**src/rtl/pipeline_sequencer_pkg.sv**
```systemverilog
// Shared types for the pipeline sequencer: FSM states, PC select codes and the
// per-cycle stage control bundle, plus the RUN-state priority rules.
package pipeline_sequencer_pkg;

    typedef enum logic [2:0] {
        SEQ_INIT,
        SEQ_RUN,
        SEQ_MEMWAIT,
        SEQ_HALT,
        SEQ_STEP
    } seq_state_t;

    localparam logic [1:0] PC_NEXT   = 2'd0;
    localparam logic [1:0] PC_JUMP   = 2'd1;
    localparam logic [1:0] PC_BRANCH = 2'd2;

    // Stage vectors are ordered {if, id, exe, mem, wb}.
    typedef struct packed {
        logic [4:0] rst;
        logic [4:0] en;
        logic       reg_stall;
        logic [1:0] pc_src;
    } seq_ctrl_t;

    localparam seq_ctrl_t CTRL_FLUSH = '{rst: 5'b11111, en: 5'b00000, reg_stall: 1'b0, pc_src: PC_NEXT};
    localparam seq_ctrl_t CTRL_IDLE  = '{rst: 5'b00000, en: 5'b00000, reg_stall: 1'b0, pc_src: PC_NEXT};

    function automatic seq_ctrl_t run_ctrl(input logic mem_stall, input logic load_use,
                                           input logic [1:0] pc_src_req);
        seq_ctrl_t c;
        c = '{rst: 5'b00000, en: 5'b11111, reg_stall: 1'b0, pc_src: PC_NEXT};
        if (mem_stall) begin
            c.en = 5'b00000;
        end else if (load_use) begin
            // Bubble into EXE; a pending redirect is dropped and re-issued after the stall.
            c.en        = 5'b00111;
            c.rst       = 5'b00100;
            c.reg_stall = 1'b1;
        end else if (pc_src_req != PC_NEXT) begin
            c.pc_src = pc_src_req;
            c.rst    = 5'b01000;
        end
        return c;
    endfunction

endpackage

```
**src/rtl/pipeline_sequencer_hazard.sv**
```systemverilog
// Combinational load-use hazard detect between the ID instruction and a load in EXE.
module pipe_seq_hazard (
    input  logic       rs_used,
    input  logic       rt_used,
    input  logic [4:0] addr_rs,
    input  logic [4:0] addr_rt,
    input  logic       is_load,
    input  logic       wb_wen,
    input  logic [4:0] regw_addr,
    output logic       load_use
);

    logic rs_hit;
    logic rt_hit;

    assign rs_hit   = rs_used & (addr_rs == regw_addr);
    assign rt_hit   = rt_used & (addr_rt == regw_addr);
    assign load_use = is_load & wb_wen & (regw_addr != 5'd0) & (rs_hit | rt_hit);

endmodule

```
**src/rtl/pipeline_sequencer.sv**
```systemverilog
// 5-stage pipeline sequencer: flush, load-use bubbles, redirect squash, MEM wait/timeout,
// debug halt/step. Optional performance counters under PIPE_PERF_CNT_EN.
module pipeline_sequencer
    import pipeline_sequencer_pkg::*;
#(
    parameter int RST_FLUSH_CYCLES = 5,
    parameter int MEM_TIMEOUT      = 255,
    parameter int CNT_W            = 32
) (
    input  logic             clk,
    input  logic             rst_n,
    input  logic             run_en,
    input  logic             step_req,
    input  logic [1:0]       pc_src_req,
    input  logic             rs_used_ctrl,
    input  logic             rt_used_ctrl,
    input  logic [4:0]       addr_rs,
    input  logic [4:0]       addr_rt,
    input  logic             is_load_exe,
    input  logic             wb_wen_exe,
    input  logic [4:0]       regw_addr_exe,
    input  logic             mem_req,
    input  logic             mem_ack,
    output logic             if_rst,
    output logic             id_rst,
    output logic             exe_rst,
    output logic             mem_rst,
    output logic             wb_rst,
    output logic             if_en,
    output logic             id_en,
    output logic             exe_en,
    output logic             mem_en,
    output logic             wb_en,
    output logic             reg_stall,
    output logic [1:0]       pc_src_ctrl,
    output logic             halted,
`ifdef PIPE_PERF_CNT_EN
    output logic [CNT_W-1:0] perf_cycles,
    output logic [CNT_W-1:0] perf_stalls,
    output logic [CNT_W-1:0] perf_flushes,
`endif
    output logic             mem_err
);

    localparam int FW = (RST_FLUSH_CYCLES > 1) ? $clog2(RST_FLUSH_CYCLES) : 1;
    localparam int WW = (MEM_TIMEOUT > 1) ? $clog2(MEM_TIMEOUT) : 1;
    localparam logic [FW-1:0] FLUSH_LAST = FW'(RST_FLUSH_CYCLES - 1);
    localparam logic [WW-1:0] WAIT_LAST  = WW'((MEM_TIMEOUT > 0) ? MEM_TIMEOUT - 1 : 0);

    seq_state_t    state, state_next;
    logic [FW-1:0] flush_cnt, flush_next;
    logic [WW-1:0] wait_cnt, wait_next;
    logic          err_next;
    logic          step_wait, step_wait_next;
    logic          load_use;
    logic          mem_stall;
    seq_ctrl_t     ctrl;
    logic          halted_int;

    assign mem_stall = mem_req & ~mem_ack;

    pipe_seq_hazard u_hazard (
        .rs_used   (rs_used_ctrl),
        .rt_used   (rt_used_ctrl),
        .addr_rs   (addr_rs),
        .addr_rt   (addr_rt),
        .is_load   (is_load_exe),
        .wb_wen    (wb_wen_exe),
        .regw_addr (regw_addr_exe),
        .load_use  (load_use)
    );

    always_ff @(posedge clk or negedge rst_n) begin
        if (!rst_n) begin
            state     <= SEQ_INIT;
            flush_cnt <= '0;
            wait_cnt  <= '0;
            mem_err   <= 1'b0;
            step_wait <= 1'b0;
        end else begin
            state     <= state_next;
            flush_cnt <= flush_next;
            wait_cnt  <= wait_next;
            mem_err   <= err_next;
            step_wait <= step_wait_next;
        end
    end

    always_comb begin
        state_next     = state;
        flush_next     = flush_cnt;
        wait_next      = wait_cnt;
        err_next       = mem_err;
        step_wait_next = step_wait;
        case (state)
            SEQ_INIT: begin
                if (flush_cnt == FLUSH_LAST) begin
                    flush_next = '0;
                    state_next = run_en ? SEQ_RUN : SEQ_HALT;
                end else begin
                    flush_next = flush_cnt + FW'(1);
                end
            end
            SEQ_RUN: begin
                if (mem_stall) begin
                    state_next     = SEQ_MEMWAIT;
                    step_wait_next = 1'b0;
                    wait_next      = '0;
                end else if (!run_en) begin
                    state_next = SEQ_HALT;
                end
            end
            SEQ_MEMWAIT: begin
                if (mem_ack) begin
                    wait_next  = '0;
                    state_next = (step_wait || !run_en) ? SEQ_HALT : SEQ_RUN;
                end else if (MEM_TIMEOUT != 0 && wait_cnt == WAIT_LAST) begin
                    wait_next  = '0;
                    err_next   = 1'b1;
                    state_next = SEQ_HALT;
                end else if (MEM_TIMEOUT != 0) begin
                    wait_next = wait_cnt + WW'(1);
                end
            end
            SEQ_HALT: begin
                if (!mem_err) begin
                    if (run_en) begin
                        state_next = SEQ_RUN;
                    end else if (step_req) begin
                        state_next = SEQ_STEP;
                    end
                end
            end
            SEQ_STEP: begin
                if (mem_stall) begin
                    state_next     = SEQ_MEMWAIT;
                    step_wait_next = 1'b1;
                    wait_next      = '0;
                end else begin
                    state_next = SEQ_HALT;
                end
            end
            default: state_next = SEQ_INIT;
        endcase
    end

    always_comb begin
        ctrl       = CTRL_IDLE;
        halted_int = 1'b0;
        case (state)
            SEQ_INIT:    ctrl = CTRL_FLUSH;
            SEQ_RUN,
            SEQ_STEP:    ctrl = run_ctrl(mem_stall, load_use, pc_src_req);
            SEQ_MEMWAIT: if (mem_ack) ctrl = run_ctrl(1'b0, load_use, pc_src_req);
            SEQ_HALT:    halted_int = 1'b1;
            default:     ctrl = CTRL_FLUSH;
        endcase
    end

    assign {if_rst, id_rst, exe_rst, mem_rst, wb_rst} = ctrl.rst;
    assign {if_en, id_en, exe_en, mem_en, wb_en}      = ctrl.en;
    assign reg_stall   = ctrl.reg_stall;
    assign pc_src_ctrl = ctrl.pc_src;
    assign halted      = halted_int;

`ifdef PIPE_PERF_CNT_EN
    logic cyc_hit, stall_hit, flush_hit;

    assign cyc_hit   = (state == SEQ_RUN) || (state == SEQ_STEP);
    assign stall_hit = ctrl.reg_stall || (state == SEQ_MEMWAIT);
    assign flush_hit = ctrl.rst[3] && (state != SEQ_INIT);

    always_ff @(posedge clk or negedge rst_n) begin
        if (!rst_n) begin
            perf_cycles  <= '0;
            perf_stalls  <= '0;
            perf_flushes <= '0;
        end else begin
            if (cyc_hit && perf_cycles != '1)    perf_cycles  <= perf_cycles + CNT_W'(1);
            if (stall_hit && perf_stalls != '1)  perf_stalls  <= perf_stalls + CNT_W'(1);
            if (flush_hit && perf_flushes != '1) perf_flushes <= perf_flushes + CNT_W'(1);
        end
    end
`endif

endmodule

```
**config.mk**
```make
export PLATFORM = sky130hd
export DESIGN_NAME = pipeline_sequencer
export DESIGN_NICKNAME = d
export VERILOG_FILES = /design/src/rtl/pipeline_sequencer_pkg.sv /design/src/rtl/pipeline_sequencer_hazard.sv /design/src/rtl/pipeline_sequencer.sv
export SDC_FILE = /design/constraint.sdc
export NUM_CORES = 1
export LEC_CHECK = 0
export ABC_CLOCK_PERIOD_IN_PS = 1300
export BUFFER_PORTS_ARGS = -buffer_cell sky130_fd_sc_hd__clkbuf_2
export CORE_UTILIZATION = 46
export CTS_BUF_LIST = sky130_fd_sc_hd__clkbuf_4 sky130_fd_sc_hd__clkbuf_8
export DETAILED_ROUTE_END_ITERATION = 8
export PLACE_DENSITY = 0.83
export SLEW_MARGIN = 20
export SYNTH_ARGS = -nofsm -noshare
export SYNTH_HDL_FRONTEND = slang
export SYNTH_HIERARCHICAL = 1
export SYNTH_SLANG_ARGS = --single-unit
```
**constraint.sdc**
```tcl
create_clock -name clk -period 1.3 [get_ports clk]
set_input_delay 0.065 -clock clk [delete_from_list [all_inputs] [get_ports clk]]
set_output_delay 0.065 -clock clk [all_outputs]
set_load 0.05 [all_outputs]
```
==> reports/qor.csv, run 1 <==
metric,value,unit
place.gp.congestion,0.9056,
numCtsBuffers,3,
worst_endpoint_kind,top-level output,
syn_area_per_cell,8.813,um^2
status,did not finish,
dpl.cell_count,236,
dp_hpwl,2693,um
portBuffers,41,
ys_warn_count,6,
rows,18,
die_x,53.42,um
io_pins,42,
clock-sinks,16,
synth_cell_types,42,
syn_area,1216,um^2
dominantRegCellSynth,dfrtp_1,
ys_ff_latch,16,
syn_inst,138,
synth_nets,169,
stop_error,"[ERROR DPL-0038] Utilization greater than 100%, impossible to legalize",
grt_worst_setup_endpoint,id_rst,
clockBufferDepth,2,
start_util,49.09,%
htreeDepth,1,
haltStage,global routing (5_1_grt),
yosysSeqAreaShare,32.92,%
synthArstFlopShare,100.0,%
die_h,53.42,um
grt_start_max_net_pins,17,
cts_root_buf,clkbuf_4,
synth-edff-count,0,
-- cells in the mapped netlist, types with 2 or more instances --
cell	count	area [um^2]
inv_1	5	18.77
dfrtp_1	16	400.4
a21o_1	3	22.52
and2_1	4	25.02
nand4_1	2	12.51
nor3_1	2	10.01
xor2_1	12	105.1
xnor2_1	3	26.28
nor4_1	2	12.51
o2111ai_1	3	26.28
nor2_1	10	37.54
buf_4	8	60.06
nand3_1	8	40.04
o31ai_1	2	15.01
nor2b_1	2	12.51
ha_1	4	50.05
a21oi_1	6	30.03
or3_1	2	12.51
nand2_1	10	37.54
o21ai_0	12	60.06
-- repair_timing --
action,4_1_cts
hold buffers,1
setup buffers,17
pin swaps,17
endpoints found under the hold margin,16
gates resized for setup,65
endpoints found under the setup margin,29
-- logic make-up after synthesis --
family / synth area share, %
AND/OR/NAND/NOR: 26.44
buffers and inverters: 6.482
flip-flops: 32.92
AO/OA/AOI/OAI: 19.24
adder cells (fa/ha/maj): 4.115
XOR/XNOR: 10.80
-- per-stage QoR --
step,utilization (%),cell area [um^2],setup TNS (ns),setup slack [ns]
2_1_floorplan,-,1303,-3.154,-0.3556
3_3_place_gp,70.25,1740,-4.866,-0.3479
3_5_place_dp,70.25,1740,-6.356,-0.4190
4_1_cts,90.00,2230,-8.942,-0.5845
==> run 2: changes to the inputs <==
- ABC_CLOCK_PERIOD_IN_PS: 1300 -> 1700
- CORE_AREA: not set -> 2 2 63 65
- CORE_UTILIZATION: 46 -> not set
- CTS_BUF_LIST: sky130_fd_sc_hd__clkbuf_4 sky130_fd_sc_hd__clkbuf_8 -> not set
- DIE_AREA: not set -> 0 0 65 67
- PLACE_DENSITY: 0.83 -> not set
- PLACE_DENSITY_LB_ADDON: not set -> 0.15
- clock period: 1.3 -> 1.7 ns (I/O delays scaled with it)
==> reports/qor.csv, run 2 <==
metric,value,unit
largest-register,wait_cnt,
p_leak,0.8530,nW
wire_per_inst,12.90,um
synth_nets,169,
multi_input_area,848.3,um^2
final_common_cell,clkbuf_2,
ys_warn_count,6,
clock_latency,0.25,ns
drt-initial-drc-count,67,
min_path_type,input pin to flop,
yosysSeqAreaShare,32.92,%
clk_pin_slew_worst_paths,0.07,ns
violations,negative setup slack,
synth_commonest_cells,"dfrtp_1, o21ai_0, xor2_1, nand2_1, nor2_1",
wl,3135,um
synth_most_common_cell,dfrtp_1,
max_cap_violations,0,
status,finished with violations,
synth_cell_types,42,
die_h,67,um
total_power,3.623,mW
detail_route.first_pass.iterations,4,
rsz0062_at_grt,yes,
power_frac_seq,17.5,%
synthArstFlopShare,100.0,%
worstPathArrival,1.71,ns
dpl.cell_count,230,
synth-edff-count,0,
yosysTopAreaCellShare,32.92,%
finalSetupViolCount,4,
gr-total-overflow,0,
synth_area_leaders,"dfrtp_1, xor2_1, o21ai_0",
clock-sinks,16,
cts_tree,built,
place.gp.congestion,0.8017,
hold_violations,0,
final_area,1856,um^2
p_switching,1.792,mW
track_usage,15.36,%
core,3606,um^2
slew_viol_final,0,
numCtsBuffers,3,
fmax,0.5579,GHz
via_per_inst,4.942,
clockPowerShare,9.5,%
period_share,105.4,%
layout.nets,227,
setup_tns,-0.2164,ns
internal-power,1.832,mW
place_area,1546,um^2
min_period,1.793,ns
drc,0,
rows,22,
start_kind,flop,
antenna_found_initial,0,
top_regs,"wait_cnt (8), flush_cnt (3), state (3)",
syn_inst,138,
path_class,flop to output pin,
syn_area_per_cell,8.813,um^2
final_antenna_net_count,0,
dominantRegCellSynth,dfrtp_1,
comb_power_share,73.0,%
n_antenna_cell,0,
die-area,4355,um^2
timing.final.ws_setup,-0.09259,ns
htreeDepth,1,
synth_area_leader_cell,dfrtp_1,
worst-path-max-fanout,5,
dr_total_vias,1201,
layout_common_cells,"clkbuf_2, buf_4, dfrtp_1",
stdcell_count,243,
clockBufferDepth,2,
syn_area,1216,um^2
grt_start_max_net_pins,17,
dp_hpwl,2368,um
tightest_slew,0.4139,ns
cp.required,1.62,ns
cp-end-kind,output pin,
grt_pass1_vias,1200,
portBuffers,41,
maxSlewHeadroom,72.41,%
grt_pass1_wl,5230,um
p_sw_share,49.45,%
io_pins,42,
area_growth,52.57,%
fillers,351,
power_density,1953,nW/um^2
drive_gt1_share,49.23,%
ir_drop,0.9410,mV
largest_reg_flops,8,
postLayoutCoreUtil,51.46,%
seqCellArea,404.1,um^2
skew,0.004122,ns
die_x,65,um
ys_ff_latch,16,
start_util,33.73,%
cts_root_buf,clkbuf_8,
## run 2: routing by layer
metal  vias up  GRT usage (%)  routed length (um)
li1        605              -                   -
met1       565          17.73                1288
met2        31          29.38                1719
met3         0          2.703                 128
met4         0          3.191                   0
met5         -              0                   0
## run 2: power groups by stage
stage	registers, mW	clock network [mW]	logic (mW)
global placement	0.625	0	2.03
floorplan	0.587	0	1.69
detailed placement	0.631	0	2.06
global route	0.653	0.373	2.85
finish	0.634	0.345	2.64
CTS	0.627	0.356	2.36
## run 2: final timing paths
path	from	end	slack, ns	cells after the start
min	run_en	state[1]$_DFFE_PN0P_	0.18	4
max reg2reg	state[2]$_DFFE_PN0P_	wait_cnt[4]$_DFFE_PN0P_	0.07	7
min in group asynchronous	rst_n	step_wait$_DFFE_PN0P_	0.29	2
max in group asynchronous	rst_n	state[0]$_DFFE_PN0P_	1.10	2
min reg2reg	mem_err$_DFFE_PN0P_	mem_err$_DFFE_PN0P_	0.52	1
max	state[0]$_DFFE_PN0P_	id_rst	-0.09	6
## run 2: area by class of cell
class / count / share of cell area (%)
Multi-Input combinational cell: 109 / 45.72
Timing Repair Buffer: 61 / 25.29
Sequential cell: 16 / 21.78
Tap cell: 48 / 3.237
Clock buffer: 4 / 2.967
Inverter: 5 / 1.011
## run 2: worst max-delay path: stages (launching register included)
cell     delay [ns]
dfrtp_2        0.44
xnor2_2        0.17
nor2_2         0.06
a32o_2         0.25
and2b_4        0.19
a21o_4         0.20
buf_8          0.14
## run 2: through the flow
stage,hold WS [ns],worst slack [ns]
after global routing,0.2200,-0.1501
after detailed placement,0.04060,-0.02234
after floorplan,-0.2106,-0.06994
final,0.1827,-0.09259
after global placement,0.04087,0.01452
after CTS,0.1777,-0.1161
## run 2: cells by family after synthesis
logic type	Yosys count	synth area share (%)
AND/OR/NAND/NOR	55	26.44
flip-flops	16	32.92
buffers and inverters	13	6.482
AO/OA/AOI/OAI	35	19.24
XOR/XNOR	15	10.80
adder cells (fa/ha/maj)	4	4.115
## run 2: what timing repair did
item,CTS,global route
pin swaps,2,10
setup endpoints to repair,11,23
buffers inserted,3,6
resized for setup,21,31
hold buffers,1,0
hold endpoints to repair,16,0
Note: power is estimated with default switching activity, not from simulation.
